File: src/rtl/cam_ctrl.sv
// cam_ctrl: command sequencer and entry manager for a DEPTH-entry CAM.
// Each command runs IDLE -> MATCH -> RESP; table and response update together on leaving MATCH.
module cam_ctrl #(
  parameter int ADDR_WIDTH = 3,
  parameter int DEPTH      = 1 << ADDR_WIDTH,
  parameter int KEY_WIDTH  = 8
) (
  input  logic                  clk,
  input  logic                  reset,
  input  logic                  cmd_valid,
  output logic                  cmd_ready,
  input  logic [1:0]            cmd_op,
  input  logic [KEY_WIDTH-1:0]  cmd_key,
  output logic                  rsp_valid,
  input  logic                  rsp_ready,
  output logic                  rsp_hit,
  output logic [ADDR_WIDTH-1:0] rsp_addr,
  output logic                  rsp_err,
  output logic [ADDR_WIDTH:0]   count,
  output logic                  full,
  output logic                  empty
);
  typedef enum logic [1:0] {IDLE, MATCH, RESP} state_t;
  localparam logic [1:0] OP_LOOKUP = 2'b00;
  localparam logic [1:0] OP_INSERT = 2'b01;
  localparam logic [1:0] OP_DELETE = 2'b10;
  state_t                             r_state;
  logic [1:0]                         r_op;
  logic [KEY_WIDTH-1:0]               r_key;
  logic [DEPTH-1:0][KEY_WIDTH-1:0]    r_keys;
  logic [DEPTH-1:0]                   r_valid;
  logic                               w_hit;
  logic                               w_free;
  logic [ADDR_WIDTH-1:0]              w_hit_idx;
  logic [ADDR_WIDTH-1:0]              w_free_idx;
  assign full  = count == (ADDR_WIDTH+1)'(DEPTH);
  assign empty = count == '0;
  // Descending scan so the lowest matching/free index is the one left standing.
  always_comb begin
    w_hit      = 1'b0;
    w_free     = 1'b0;
    w_hit_idx  = '0;
    w_free_idx = '0;
    for (int i = DEPTH - 1; i >= 0; i--) begin
      if (r_valid[i] && r_keys[i] == r_key) begin
        w_hit     = 1'b1;
        w_hit_idx = ADDR_WIDTH'(i);
      end
      if (!r_valid[i]) begin
        w_free     = 1'b1;
        w_free_idx = ADDR_WIDTH'(i);
      end
    end
  end
  always_ff @(posedge clk or posedge reset) begin
    if (reset) begin
      r_state   <= IDLE;
      r_op      <= OP_LOOKUP;
      r_key     <= '0;
      r_keys    <= '0;
      r_valid   <= '0;
      cmd_ready <= 1'b0;
      rsp_valid <= 1'b0;
      rsp_hit   <= 1'b0;
      rsp_addr  <= '0;
      rsp_err   <= 1'b0;
      count     <= '0;
    end else begin
      case (r_state)
        IDLE: begin
          if (cmd_valid && cmd_ready) begin
            r_state   <= MATCH;
            r_op      <= cmd_op;
            r_key     <= cmd_key;
            cmd_ready <= 1'b0;
          end else begin
            cmd_ready <= 1'b1;
          end
        end
        MATCH: begin
          r_state   <= RESP;
          rsp_valid <= 1'b1;
          rsp_hit   <= 1'b0;
          rsp_addr  <= '0;
          rsp_err   <= 1'b0;
          case (r_op)
            OP_LOOKUP: begin
              rsp_hit  <= w_hit;
              rsp_addr <= w_hit_idx;
            end
            OP_INSERT: begin
              if (w_hit) begin
                rsp_hit  <= 1'b1;
                rsp_addr <= w_hit_idx;
              end else if (w_free) begin
                r_keys[w_free_idx]  <= r_key;
                r_valid[w_free_idx] <= 1'b1;
                rsp_addr            <= w_free_idx;
                count               <= count + 1'b1;
              end else begin
                rsp_err <= 1'b1;
              end
            end
            OP_DELETE: begin
              if (w_hit) begin
                r_valid[w_hit_idx] <= 1'b0;
                rsp_hit            <= 1'b1;
                rsp_addr           <= w_hit_idx;
                count              <= count - 1'b1;
              end else begin
                rsp_err <= 1'b1;
              end
            end
            default: begin
              r_valid <= '0;
              count   <= '0;
            end
          endcase
        end
        RESP: begin
          if (rsp_ready) begin
            r_state   <= IDLE;
            rsp_valid <= 1'b0;
            cmd_ready <= 1'b1;
          end
        end
        default: r_state <= IDLE;
      endcase
    end
  end
endmodule

File: config.mk
export PLATFORM = sky130hd
export DESIGN_NAME = cam_ctrl
export DESIGN_NICKNAME = d
export VERILOG_FILES = /design/src/rtl/cam_ctrl.sv
export SDC_FILE = /design/constraint.sdc
export NUM_CORES = 1
export LEC_CHECK = 0
export CELL_PAD_IN_SITES_DETAIL_PLACEMENT = 1
export CELL_PAD_IN_SITES_GLOBAL_PLACEMENT = 2
export CORE_MARGIN = 4
export CORE_UTILIZATION = 41
export DETAILED_ROUTE_END_ITERATION = 10
export PLACE_DENSITY_LB_ADDON = 0.1
export SLEW_MARGIN = 20
export SYNTH_ARGS = -nofsm -noshare
export SYNTH_HDL_FRONTEND = slang
export SYNTH_SLANG_ARGS = --single-unit
export TNS_END_PERCENT = 10
File: constraint.sdc
create_clock -name clk -period 4.3 [get_ports clk]
set_input_delay 0.86 -clock clk [delete_from_list [all_inputs] [get_ports clk]]
set_output_delay 0.86 -clock clk [all_outputs]
set_load 0.01 [all_outputs]
* After elaboration in Yosys (flattened, before gate mapping)
Index checks and enable logic that the tools add are counted.
W data, S select, Z words.
** Storage, ports and cells
- Memories :: 0
- Output and inout port bits :: 13
- Input bits :: 14
- Latch bits :: 0
- Word-level logic and storage cells :: 135
- Flip-flop bits (word level) :: 95
- Bits in read-only memories :: 0
- Memory bits (writable) :: 0
** Cells by class
- Divide/modulo/power cells :: 0
- Shifts and indexed selects :: 0
- Equal/unequal tests :: 18
- Muxes and demuxes :: 65
- $add $sub $neg :: 2
- Order comparisons :: 4
- Bitwise operators :: 5
- Reduce and logical (&&, ||, !) cells :: 23
- Multipliers :: 0
** Operator list (number)
- $bwmux W64 :: 1
- $eq A8 B8 Y1 :: 8
- $mux W3 :: 19
- $mux W8 :: 4
- $mux W1 :: 25
- $demux W8 S3 :: 1
- $pmux W8 S3 :: 1
- $mux W4 :: 3
- $pmux W4 S3 :: 1
- $logic_and A1 B1 Y1 :: 11
- $ne A2 B2 Y1 const B :: 5
- $pmux W3 S3 :: 1
- $and A8 B8 Y8 :: 1
- $lt A3 B4 Y1 const B :: 2
- $not A8 Y8 :: 1
- $or A8 B8 Y8 :: 1
- $pmux W1 S2 :: 4
- $reduce_and A2 Y1 :: 4
- $demux W1 S3 :: 2
- $ge A3 B1 Y1 const B :: 2
- $pmux W2 S3 :: 1
- $reduce_and A5 Y1 :: 1
- $add A4 B1 Y4 const B :: 1
- $eq A2 B1 Y1 const B :: 2
- 10 further kinds :: 15

* Longest topological paths before layout
Gate-level depths: netlist (run 1).
- Depth after elaboration :: 18
- Mapped depth :: 12
- Mapped depth without buffers :: 9

* Worst setup path after synthesis (run 1)
No wires, ideal clock.
- Path kind :: reg-to-reg
- Start :: register r_key[2]
- End :: register r_valid[4]
- Setup time :: 0.124 ns
- Required time :: 4.176 ns
- Cell stages (with the launch flop) :: 12
- Data arrival time :: 2.339 ns
- Path buffers :: 4
- Period minus slack after synthesis :: 2.462 ns
- Slack :: 1.838 ns
- Path through :: dfrtp_1 > buf_6 > buf_4 > xnor2_1 > nand4_1 > nor3_2 > nor4_4 > and2_1 > buf_6 > a221o_1 > buf_6 > a211o_1
** On the way
- Word-level cells in the longest chain between the ends :: 18
- Elaborated cells between the ends (all ways) :: 44
- Those cells by class :: 2 x order compare; 10 x eq/ne; 20 x mux; 2 x bitwise; 10 x reduce/logical
** RTL lines
- from (decl) :: RTL line 29 : logic [KEY_WIDTH-1:0] r_key;
- from (signal assigned) :: RTL line 74 : r_key <= cmd_key;
- $eq A8 B8 Y1 :: RTL line 45 : if (r_valid[i] && r_keys[i] == r_key) begin
- $logic_and A1 B1 Y1 :: RTL line 45
- $mux W3 (8 in series) :: RTL line 45
- $lt A3 B4 Y1 (implied by the code) or $ge A3 B1 Y1 (tied branches) :: RTL line 106 : r_valid[w_hit_idx] <= 1'b0;
- $logic_and A1 B1 Y1 (implied by the code) :: RTL line 106
- $mux W1 (implied by the code) :: RTL line 106
- $demux W1 S3 :: RTL line 106
- $not A8 Y8 (no source line)
- $and A8 B8 Y8 (no source line)
- $mux W8 :: RTL line 105 : if (w_hit) begin
- $pmux W8 S3 :: RTL line 86 : case (r_op)
- to (signal, indexed assignment) :: RTL line 97 : r_valid[w_free_idx] <= 1'b1;
- to (signal, indexed assignment) :: RTL line 106
- to (signal assigned) :: RTL line 115 : r_valid <= '0;
- to (decl) :: RTL line 31 : logic [DEPTH-1:0] r_valid;
Parallel ways exist; a longest one is shown, timed or not. The select of a mux whose other input is x is not followed.
A chain may end at the register's enable or synchronous reset.

* Worst setup path in the final report (run 1)
- Start :: register r_key[4]
- End :: register r_keys[20] (netlist bit)
** On the way
- Word-level cells in the longest chain between the ends :: 12
- Elaborated cells between the ends (all ways) :: 27
- Those cells by class :: 8 x eq/ne; 9 x mux; 1 x bitwise; 9 x reduce/logical
** RTL lines
- $eq A8 B8 Y1 :: RTL line 45
- $logic_and A1 B1 Y1 :: RTL line 45
- $mux W1 (8 in series) :: RTL line 45
- $not A1 Y1 (no source line)
- $reduce_and A4 Y1 (no source line)
- to (signal, indexed assignment) :: RTL line 96 : r_keys[w_free_idx] <= r_key;
- to (decl) :: RTL line 30 : logic [DEPTH-1:0][KEY_WIDTH-1:0] r_keys;
Parallel ways exist; a longest one is shown, timed or not.

==> results of run 1 <==
[worst max-delay path by stage]
stage / endpoint / slack (ns) / depth (start not counted)
3_3_place_gp: r_keys[11]$_DFFE_PP0P_ / 0.92 / 9
2_1_floorplan: cmd_ready$_DFFE_PP0P_ / 0.96 / 1
5_1_grt: r_keys[32]$_DFFE_PP0P_ / 0.57 / 8
4_1_cts: r_keys[15]$_DFFE_PP0P_ / 0.80 / 9
6_report: r_keys[20]$_DFFE_PP0P_ / 0.86 / 8
3_5_place_dp: r_keys[11]$_DFFE_PP0P_ / 0.82 / 9
[per-stage QoR]
step	power, mW	util	hold WS, ns	setup WS, ns	std cells
after CTS	3.37	0.463	0.492	0.796	658
final	3.31	0.463	0.489	0.857	658
after global placement	2.56	0.441	0.470	0.919	642
after global routing	3.57	0.463	0.533	0.570	658
after floorplan	2.31	-	0.475	0.963	466
after detailed placement	2.58	0.441	0.478	0.819	642
[worst max-delay path: stages, from the launching register on]
cell	delay [ns]
sky130_fd_sc_hd__dfrtp_1	0.87
sky130_fd_sc_hd__xnor2_1	0.20
sky130_fd_sc_hd__nand3_1	0.12
sky130_fd_sc_hd__nor3_1	0.64
sky130_fd_sc_hd__nor4_4	0.17
sky130_fd_sc_hd__and2_1	0.33
sky130_fd_sc_hd__and2b_1	0.27
sky130_fd_sc_hd__nand2_1	0.32
sky130_fd_sc_hd__mux2_2	0.39
[state kept, by name (all words and copies together) (netlist names)]
signal	cells
cmd_ready	1
r_key	8
rsp_err	1
rsp_addr	3
r_valid	8
rsp_hit	1
rsp_valid	1
r_state	2
r_keys	64
count	4
r_op	2
[metal layers]
metal,vias to the layer above,share of wire,track usage,routed length (um)
met5,-,0,0,0
met4,0,0.020,0.0749,247
met3,14,0.024,0.0284,303
met2,47,0.49,0.309,6160
met1,1780,0.47,0.252,5870
li1,1663,-,-,-
[layout by cell type, fill, tap and decap left out, types with 2 or more instances in the layout]
cell	instances
sky130_fd_sc_hd__ha_1	7
sky130_fd_sc_hd__clkbuf_16	9
sky130_fd_sc_hd__clkinv_4	2
sky130_fd_sc_hd__nand3_1	17
sky130_fd_sc_hd__nand4_1	14
sky130_fd_sc_hd__o211ai_1	4
sky130_fd_sc_hd__nand2b_1	2
sky130_fd_sc_hd__and2_1	3
sky130_fd_sc_hd__nor2_1	16
sky130_fd_sc_hd__nor3_1	10
sky130_fd_sc_hd__a211o_1	2
sky130_fd_sc_hd__xor2_1	2
sky130_fd_sc_hd__mux2_2	28
sky130_fd_sc_hd__nand2_2	3
sky130_fd_sc_hd__xnor2_1	64
sky130_fd_sc_hd__nand2_1	35
sky130_fd_sc_hd__clkbuf_8	2
sky130_fd_sc_hd__inv_1	13
sky130_fd_sc_hd__buf_4	3
sky130_fd_sc_hd__o21ai_1	2
sky130_fd_sc_hd__or3_1	4
sky130_fd_sc_hd__mux2_1	44
sky130_fd_sc_hd__o31ai_1	5
sky130_fd_sc_hd__a32o_1	2
sky130_fd_sc_hd__o21ai_0	14
sky130_fd_sc_hd__nor3_2	6
sky130_fd_sc_hd__nor4_4	2
sky130_fd_sc_hd__a31oi_1	5
sky130_fd_sc_hd__or2_2	2
sky130_fd_sc_hd__a21oi_1	13
sky130_fd_sc_hd__clkdlybuf4s50_1	26
sky130_fd_sc_hd__dfrtp_1	95
[power by group through the flow]
stage,Combinational (mW),Sequential [mW],Clock (mW)
floorplan,1.16,1.15,0
global placement,1.15,1.41,0
detailed placement,1.16,1.42,0
CTS,1.17,1.41,0.803
global route,1.28,1.44,0.845
finish,1.14,1.39,0.777
[layout make-up]
type / instances / area [sq um]
Tap cell: 172 / 215
Clock inverter: 4 / 30.0
Inverter: 14 / 55.1
Clock buffer: 12 / 256
Sequential cell: 95 / 2380
Fill cell: 1373 / 6770
Timing Repair Buffer: 29 / 283
Multi-Input combinational cell: 332 / 2630
[cell families (layout without fill, tap and decap cells)]
group	Yosys count	count (layout)
fa+ha+maj	8	8
simple gates	124	124
compound gates	62	62
flops	95	95
mux	72	72
buf+inv	39	59
xor+xnor	66	66
==> impl_summary.md, run 1 <==
Outcome
The flow ran to the end, and the final reports show no timing, DRC or antenna violations.

Clock tree
The hold buffer count at cts is 0. In this run, post-CTS repair resized a total of 0 instances. The number of buffers created by CTS is 9.

The clock latency on the worst-skew pair is 0.36 ns. The CTS H-tree depth is 3. The maximum buffer depth of the clock tree is 2. Post-CTS timing repair inserted 0 buffers for setup. The clock-pin slew reported for the worst setup and hold paths after clock tree synthesis is 0.07 ns. The CTS tree is done. The root buffer cell is sky130_fd_sc_hd__clkbuf_16. The TritonCTS sink count is 95.

Floorplanning
The initial standard-cell utilization of the core is 0.417. The horizontal extent of the die is 121 um. The floorplan has 41 rows. The y dimension of the die is 121 um.

The core region is 12,600 sq um. The overall die area is 14,700 sq um. During I/O placement, the number of pins put on the boundary was 27.

Finish
The total number of nets in the final design is 503. The number of antenna diodes in the final layout is 0. In the final layout, the share of cells above drive strength 1 is 0.134. Summing all non-filler instances in the final layout gives an area of 5850 sq um. From synthesis to final layout, the design area changed by 11.1%.

Setup path
The flop-to-flop setup slack is 0.86 ns. By startpoint and endpoint, the worst setup path is classified as reg -> reg. The start point of the critical path is r_key[4]$_DFFE_PP0P_. The sort of element at the start of the critical path is a register.

The depth of the most critical reg-to-reg path is 8. At the worst endpoint, the arrival time is 3.68 ns. The worst reg2reg path startpoint is r_key[4]$_DFFE_PP0P_. The data required time of the worst path is 4.54 ns.

The kind of end point of the critical path is a register. The peak fanout along the critical path is 17. The terminus of the critical flop-to-flop path is r_keys[20]$_DFFE_PP0P_.

Hold path
In this run the most critical hold path is launched from rsp_err$_DFFE_PP0P_. The worst hold path was traced through 2 stages. The tightest min-delay check is of the reg -> reg type. The worst min-delay path endpoint is rsp_err$_DFFE_PP0P_.

Logic synthesis
The synthesized instance count is 466. The fraction of synthesized area in multiplexers is 0.154. The count of synthesis-stage warnings from yosys is 0. Sorting the synthesized cells by how often they occur yields sky130_fd_sc_hd__dfrtp_1, sky130_fd_sc_hd__xnor2_1, sky130_fd_sc_hd__mux2_1, sky130_fd_sc_hd__nand2_1, sky130_fd_sc_hd__mux2_2. The number of nets produced by synthesis is 488. Counting flops and latches in the post-synthesis netlist gives 95. The synthesized design contains 0 enable-type register cells. The compound-cell area share of the yosys netlist came to 0.0829. The combinational family with the most area after synthesis is multiplexers. The flip-flop cell with the highest count after synthesis is sky130_fd_sc_hd__dfrtp_1. The cell accounting for the most synthesized area is sky130_fd_sc_hd__dfrtp_1. The cell area after synthesis is 5270 sq um.

The post-synthesis adder-cell area fraction is 0.0204. The most common cell in the synthesized netlist is sky130_fd_sc_hd__dfrtp_1. Of the total synthesized cell area, the portion taken by AND, OR, NAND and NOR gates is 0.131. For this run, asynchronously set or reset flops after synthesis account for 1.00. The share of synthesized area in the top cell type comes to 0.452. The register area share after synthesis is 0.452.

The parity-gate share of the synthesized area counting xor and xnor cells is 0.110. In the post-synthesis netlist, the biggest area contributors are sky130_fd_sc_hd__dfrtp_1, sky130_fd_sc_hd__xnor2_1, sky130_fd_sc_hd__mux2_1. Averaged over all synthesized cells, the footprint is 11.3 sq um. The number of unique standard cell types used by synthesis is 57.

Routing
The average routed wire per standard cell is 19.1 um. Summed over all layers, the routed wires come to 12,600 um. Using the TritonRoute via totals, the vias-per-cell ratio works out to 5.33. The first TritonRoute pass finished after 4 iterations. The routed via count is 3,504. The post-route antenna net violation count is 0. The residual DRC count is 0. After the first detailed-routing iteration, the DRC count stood at 124.

Timing
The remaining max-slew budget at the tightest pin is 0.301. Setup violations remaining at the end of the flow were counted as 0. The number of endpoints with negative hold slack in the final report came to 0.

After routing, the total negative slack on setup checks comes to 0 ns. Timing would allow up to 290 MHz. The final clock period utilization by the worst path is 0.801. On the final layout, the worst clock skew is 0.00926 ns.

The final-report max-slew violation count is 0. The routed design could run at a clock period as short as 3.44 ns. Setup repair after global routing left no endpoint under its margin. The transition at the pin with the smallest max-transition slack is 1.04 ns.

GRT
For this run, the total global-route usage over all layers was measured as 0.189. Entering global routing, the biggest net connects 41 pins. The via count of the first global-routing pass came to 3,882. The initial antenna violation count is 0. The total congestion overflow after global routing is 0. The first global-routing pass estimated 21,200 um of wire.

Placement
In this run the cell area measured after placement is 5560 sq um. The congestion estimate from routability-driven global placement came to 0.810. In this run the tool buffered the top-level ports with 26 buffer cells. Summed over all nets, the half-perimeter wirelength after detailed placement is 9150 um.

Power and ir drop
In this run the power density over the cells is 567 nW/um^2. The proportion of power drawn by flip-flops and latches is 0.421. Of the total power, the clock network draws 0.235. The switching power is 1.31 mW.

Of the total power, the share spent switching nets is 0.395. The design internal power is 2.00 mW. The proportion of power drawn by combinational gates is 0.344. The worst-case IR drop observed on VDD is 0.438 mV.

The leakage power total is 2.48 nW.

Flow run
The count of max-cap constraint violations is 0.
Power figures use the tool's default switching activity.
==> inputs of run 2 (changes only) <==
Settings changed: CORE_UTILIZATION 41 to 37.
Clock period 4.3 ns to 2.9 ns, I/O delays scaled along.
==> run 2 against run 1 <==
  * Global-route usage down 2.3 points
  * Register-to-register slack worse by 0.68 ns
  * Setup slack worse by 0.68 ns
  * Wire length down 1.3%
  * Critical path type unchanged
==> impl_summary.md, run 2 (synthesis results as in run 1) <==
Routing
The final wirelength is 12,400 um. Before antenna repair, the detailed router went through 4 iterations. The number of design-rule violations left by the first detailed-router iteration is 207. The final route contains 3,615 vias. After detailed routing, the average wire length per cell comes to 17.8 um. Dividing the detail-routed via count by the number of cells gives 5.19.

In this run the remaining antenna-violating nets after routing total 0. The residual DRC count is 0.

Outcome
The flow ran to the end, and the final reports show no timing, DRC or antenna violations.

Clock tree
Clock-pin slew was measured on the worst setup and hold paths at 0.07 ns. The TritonCTS sink count is 95. The number of buffers created by CTS is 9. The hold buffer count at cts is 0. The tree is rooted in a sky130_fd_sc_hd__clkbuf_16. The H-tree was split into 3 levels. No sink is reached through more buffers than the 2 on the longest clock path. The clock latency on the worst-skew pair is 0.35 ns. The CTS tree is done.

GRT
The initial antenna violation count came to 0. The maximum number of pins on one net before global-route repair is 96. The first-pass GRT wire length is 21,100 um. For this run the aggregate overflow at the end of global routing stands at 0. The overall fraction of global-route tracks in use is 0.166. The via count of the first global-routing pass is 3,851.

Setup path
The worst setup path is of the reg -> reg kind. The data required time of the worst path is 3.14 ns. The critical path depth in cells is 8.

The worst setup path is launched from a register. The terminus of the critical flop-to-flop path is r_valid[4]$_DFFE_PP0P_. The slowest stage cell on the critical path is sky130_fd_sc_hd__a221o_1.

The depth of the most critical reg-to-reg path is 8. The combined buffer and inverter count along the critical path is 1. Grouping stages by cell kind, the critical path spends the most delay in compound AO/OA/AOI/OAI gates.

The startpoint identified for the worst register-to-register timing path is r_key[1]$_DFFE_PP0P_. The largest stage delay on the critical path is 0.55 ns. STA puts the critical path data arrival time at 2.96 ns.

The kind of end point of the critical path is a register. The flop-to-flop setup slack is 0.18 ns. The critical path goes through buf_4, xnor2_1, nand4_1, nor3_4, nor4_4, and2_1, a221o_1, a211o_1. Along the worst path, the maximum fanout reaches 11.

Finish
The area growth from synthesis to layout is 18.2%. In the final layout, the registers with the most flip-flops are r_keys x64, r_key x8, r_valid x8. The ratio of cells with drive above 1 in the final layout is 0.193. The most common cell after layout, fill and taps aside is sky130_fd_sc_hd__dfrtp_1. The total number of nets in the final design is 534. The count of non-filler cells in the finished layout is 697.

The register ranked first by flip-flop count is r_keys. In the layout the commonest cells are sky130_fd_sc_hd__dfrtp_1, sky130_fd_sc_hd__xnor2_1, sky130_fd_sc_hd__mux2_1. 0 antenna diodes ended up in the layout. The register with the most flip-flops in the layout has 64 of them.

Floorplanning
The y dimension of the die is 127 um. In this run the count of I/O pins placed on the die edge is 27. The initial utilization of the core area, before any placement, comes to 0.378. Measured along the x axis, the die boundary spans 127 um.

The total number of placement rows is 43. The overall die area is 16,200 sq um. The core area is 13,900 sq um.

Timing
The final-report max-slew violation count is 0. Adding up every negative setup slack in the final design gives 0 ns. Once routing completed, OpenROAD measured the worst setup slack at 0.179 ns. For the pin with the worst max-slew slack, the measured transition is 0.520 ns. Setup violations remaining at the end of the flow were counted as 0.

The maximum clock skew at final layout is 0.0102 ns. The remaining max-slew budget at the tightest pin is 0.653. The final-layout worst hold slack is 0.477 ns.

The maximum clock frequency is 368 MHz. Setup repair after global routing left no endpoint under its margin. The number of endpoints with negative hold slack in the final report was 0. The post-layout minimum cycle time is 2.72 ns. Of the available clock period, the critical path in the final layout requires 0.938.

Hold path
The cell depth of the worst hold path is 2. The path class of the tightest hold or removal check is reg -> reg. The worst min-delay path endpoint is rsp_hit$_DFFE_PP0P_. The hold path startpoint is rsp_hit$_DFFE_PP0P_.

Placement
The placed cell count is 681. Summed over all nets, the half-perimeter wirelength after detailed placement is 9030 um. The number of buffer cells added on primary ports is 26. At the end of routability-driven placement, the weighted congestion stood at 0.829. At the placement stage, the worst setup path has a slack of 0.0322 ns.

Power and ir drop
After layout, the design draws a total of 5.40 mW. Dividing total power by cell area gives a power density of 868 nW/um^2. Across the VDD grid, the largest voltage drop is 0.572 mV. For this design the static power due to leakage is 2.71 nW.

Flow run
The count of max-cap constraint violations is 0.
## run 2: changes by cell type in the layout (fill, tap and decap cells not counted), sizes merged
cell    before  now
clkinv       3    1
clkbuf      12   10
buf          3   34
bufinv       0    2
inv         14   16
## run 2: timing repair
| item | 4_1_cts | 5_1_grt |
|---|---|---|
| cloned | 0 | 0 |
| endpoints found under the setup margin | 1 | 62 |
| resized for setup | 1 | 5 |
| setup buffers | 0 | 0 |
## run 2: worst reg2reg max path, delay by kind of cell (launching register included)
kind | cells | cell delay, ns
compound gates | 2 | 0.91
buf+inv | 1 | 0.20
simple gates | 4 | 0.73
xor+xnor | 1 | 0.25
flops | 1 | 0.52
## run 2: through the flow
| stage | cell area, sq um | utilization |
|---|---|---|
| after floorplan | 5270 | - |
| after global placement | 5870 | 0.421 |
| after CTS | 6200 | 0.445 |
| final | 6220 | 0.447 |
| after detailed placement | 5870 | 0.421 |
| after global routing | 6220 | 0.447 |
## run 2: worst max-delay path by stage
stage / to / startpoint
finish: r_valid[4]$_DFFE_PP0P_ / r_key[1]$_DFFE_PP0P_
detailed placement: r_valid[2]$_DFFE_PP0P_ / r_key[1]$_DFFE_PP0P_
floorplan: r_valid[4]$_DFFE_PP0P_ / r_key[2]$_DFFE_PP0P_
global route: r_keys[36]$_DFFE_PP0P_ / r_key[4]$_DFFE_PP0P_
global placement: rsp_addr[0]$_DFFE_PP0P_ / r_key[1]$_DFFE_PP0P_
CTS: r_valid[2]$_DFFE_PP0P_ / r_key[0]$_DFFE_PP0P_
## run 2: per-layer routing
metal,global-route usage,up-vias,share of wire
met5,0,-,0
met1,0.231,1841,0.49
met4,0.0442,0,0.0098
li1,-,1736,-
met3,0.0351,7,0.027
met2,0.264,31,0.48
## run 2: report_power, final
part           internal (mW)  switching, mW  total (mW)
Combinational           1.04           1.22        2.26
Sequential              1.54          0.259        1.80
Clock                  0.794          0.552        1.35
Total                   3.37           2.03        5.40
## run 2: area by class of cell
type                    count  area [sq um]
flip-flops and latches     95          2380
inverters                  14          56.3
fillers                  1509          7710
repair buffers             60           578
multi-input cells         332          2650
well taps                 180           225
clock buffers              10           239
clock inverters             6          97.6
==> inputs of run 3 (changes only) <==
Settings changed: CORE_UTILIZATION 37 to 41, PLACE_DENSITY_LB_ADDON 0.1 to 0.15, SLEW_MARGIN 20 to 40.
Clock period 2.9 ns to 3.07 ns, I/O delays scaled along.
==> run 3 against run 2 <==
  * Total power is 6.9% lower
  * Hold slack better by 0.015 ns
  * Critical path depth is 2 higher
  * Setup slack better by 0.14 ns
  * Clock-buffer cell count is 1 higher
  * Largest cell class unchanged
  * First-iteration DRC count is 22% lower
  * Non-clock buffer count is 4 higher
  * Utilization is 4.5 points higher
  * Cell area is 0.24% lower
  * Register-to-register slack better by 0.14 ns
==> impl_summary.md, run 3 (synthesis results as in run 1) <==
Outcome
The run finished with clean final reports.

Routing
The number of iterations in the first detailed-routing pass is 4. In the routed layout, each cell is associated on average with a via count of 5.37. The routed via count is 3,708. The residual DRC count is 0.

The detailed router finished its first iteration with 161 violations. Dividing the detail-routed wire length by the instance count gives 18.9 um. For this block, the routed nets add up to 13,100 um of wire. The post-route antenna net violation count is 0.

Finish
In the final layout, the registers with the most flip-flops are r_keys x64, r_key x8, r_valid x8. The top cell types in the final layout, fill and taps aside, are sky130_fd_sc_hd__dfrtp_1, sky130_fd_sc_hd__xnor2_1, sky130_fd_sc_hd__mux2_1. Excluding fillers, the count of instances in the completed layout stands at 691.

From synthesis to final layout, the design area changed by 17.9%. At the end of the flow, the number of nets in the layout was 538. The most common cell after layout, fill and taps aside is sky130_fd_sc_hd__dfrtp_1.

Of the cells placed in the final design, the portion with a size suffix greater than 1 is 0.193. The repair_antennas step left the layout with diodes totalling 0. The register ranked first by flip-flop count is r_keys.

The register with the most flip-flops in the layout has 64 of them.

Hold path
The tightest min-delay check is of the reg -> reg type.

Floorplanning
The y dimension of the die is 121 um. The floorplan step defined a core boundary enclosing 12,600 sq um. Row generation in the floorplan step produced 41 rows. The initial utilization of the core area, before any placement, comes to 0.417. Measured along the x axis, the die boundary spans 121 um. Pin placement for this block handled 27 I/O pins.

The overall die area is 14,700 sq um.

Clock tree
Clock tree synthesis inserted a total of 9 buffers. The post-CTS setup buffer count is 0. The CTS H-tree depth is 3.

The hold buffer count at cts is 0. TritonCTS built the clock tree. The root buffer cell is sky130_fd_sc_hd__clkbuf_16. The clock latency on the worst-skew pair is 0.35 ns. The clock-pin slew reported for the worst setup and hold paths after clock tree synthesis is 0.06 ns. In this run, post-CTS repair resized a total of 0 instances. The tree built by TritonCTS fans out to 95 sinks. The clock passes through at most 2 buffers.

Placement
The detailed placement HPWL is 9550 um. The number of buffer cells added on primary ports is 26. At the end of routability-driven placement, the weighted congestion stood at 0.795. After detailed placement, the design holds a cell count of 677.

Timing
The final-report max-slew violation count came to 0. The post-layout minimum cycle time is 2.75 ns. Setup total negative slack on the finished layout was measured at 0 ns. Headroom to the max-slew limit came out at 0.628. The maximum clock skew at final layout is 0.00474 ns. The final clock period utilization by the worst path is 0.896. Setup repair after global routing left no endpoint under its margin. The number of endpoints with negative hold slack in the final report is 0. Based on the critical path, the design can be clocked at up to 364 MHz. The transition at the pin with the smallest max-transition slack is 0.559 ns. The count of endpoints failing setup in the final report is 0.

Setup path
The data required time of the worst path is 3.36 ns. In this run the worst path has a maximum fanout of 10. The critical setup path kind is reg -> reg.

STA classifies the critical path startpoint as a register. The kind of end point of the critical path is a register. STA puts the critical path data arrival time at 3.04 ns.

Flow run
The count of max-cap constraint violations is 0.

GRT
The first global-routing pass estimated 22,200 um of wire. The initial antenna violation count is 0. Entering global routing, the biggest net connects 96 pins. The overall fraction of global-route tracks in use is 0.196.

The via count of the first global-routing pass is 4,032. The total congestion overflow after global routing is 0.

Power and ir drop
The power per cell area is 810 nW/um^2. VDD sags by at most 0.401 mV. For this design the static power due to leakage is 2.69 nW.
## run 3: changes by cell type in the layout (fill, tap and decap cells not counted), sizes merged
cell / delta
inv: -3
clkinv: +1
buf: +4
clkbuf: +1
bufinv: -1
## run 3: path summary, 6_finish.rpt
check | from | endpoint | slack [ns] | depth (start not counted)
worst max-delay path | r_key[3]$_DFFE_PP0P_ | r_valid[2]$_DFFE_PP0P_ | 0.32 | 10
min in group asynchronous | reset | r_keys[22]$_DFFE_PP0P_ | 0.78 | 3
max in group asynchronous | reset | r_valid[3]$_DFFE_PP0P_ | 1.89 | 3
worst min register to register | rsp_hit$_DFFE_PP0P_ | rsp_hit$_DFFE_PP0P_ | 0.49 | 2
worst min-delay path | rsp_hit$_DFFE_PP0P_ | rsp_hit$_DFFE_PP0P_ | 0.49 | 2
worst max register to register | r_key[3]$_DFFE_PP0P_ | r_valid[2]$_DFFE_PP0P_ | 0.32 | 10
## run 3: routing by layer
metal / up-vias / routed length, um / GRT usage
li1: 1742 / - / -
met1: 1918 / 5920 / 0.257
met2: 36 / 6670 / 0.332
met3: 12 / 273 / 0.0359
met4: 0 / 195 / 0.0560
met5: - / 0 / 0
## run 3: final cells by class
class / instances / area, sq um
Fill cell: 1367 / 6410
Timing Repair Buffer: 64 / 633
Clock inverter: 3 / 43.8
Inverter: 14 / 56.3
Sequential cell: 95 / 2380
Clock buffer: 11 / 253
Multi-Input combinational cell: 332 / 2630
Tap cell: 172 / 215
## run 3: per-stage QoR
stage / setup slack, ns / hold WS [ns] / area, sq um / utilization / power (mW)
floorplan: 0.608 / 0.475 / 5270 / - / 3.24
global placement: 0.228 / 0.466 / 5910 / 0.468 / 3.87
detailed placement: 0.166 / 0.479 / 5910 / 0.468 / 3.93
CTS: 0.119 / 0.493 / 6210 / 0.492 / 5.10
global route: 0.0778 / 0.523 / 6210 / 0.492 / 5.39
finish: 0.319 / 0.493 / 6210 / 0.492 / 5.03
## run 3: power by group
part / internal [mW] / switching (mW) / total, mW / leakage [nW]
Clock: 0.667 / 0.475 / 1.14 / 0.147
Sequential: 1.45 / 0.248 / 1.70 / 1.27
Combinational: 1.00 / 1.18 / 2.18 / 1.26
## run 3: critical path: stages, from the launching register on
cell and delay (ns):
sky130_fd_sc_hd__dfrtp_1 0.53, sky130_fd_sc_hd__buf_4 0.22, sky130_fd_sc_hd__xnor2_1 0.21, sky130_fd_sc_hd__nand3_1 0.16
sky130_fd_sc_hd__nor3_2 0.29, sky130_fd_sc_hd__nor4_4 0.07, sky130_fd_sc_hd__and2_1 0.20, sky130_fd_sc_hd__buf_4 0.18
sky130_fd_sc_hd__o41ai_2 0.45, sky130_fd_sc_hd__a21boi_1 0.22, sky130_fd_sc_hd__o22a_1 0.15
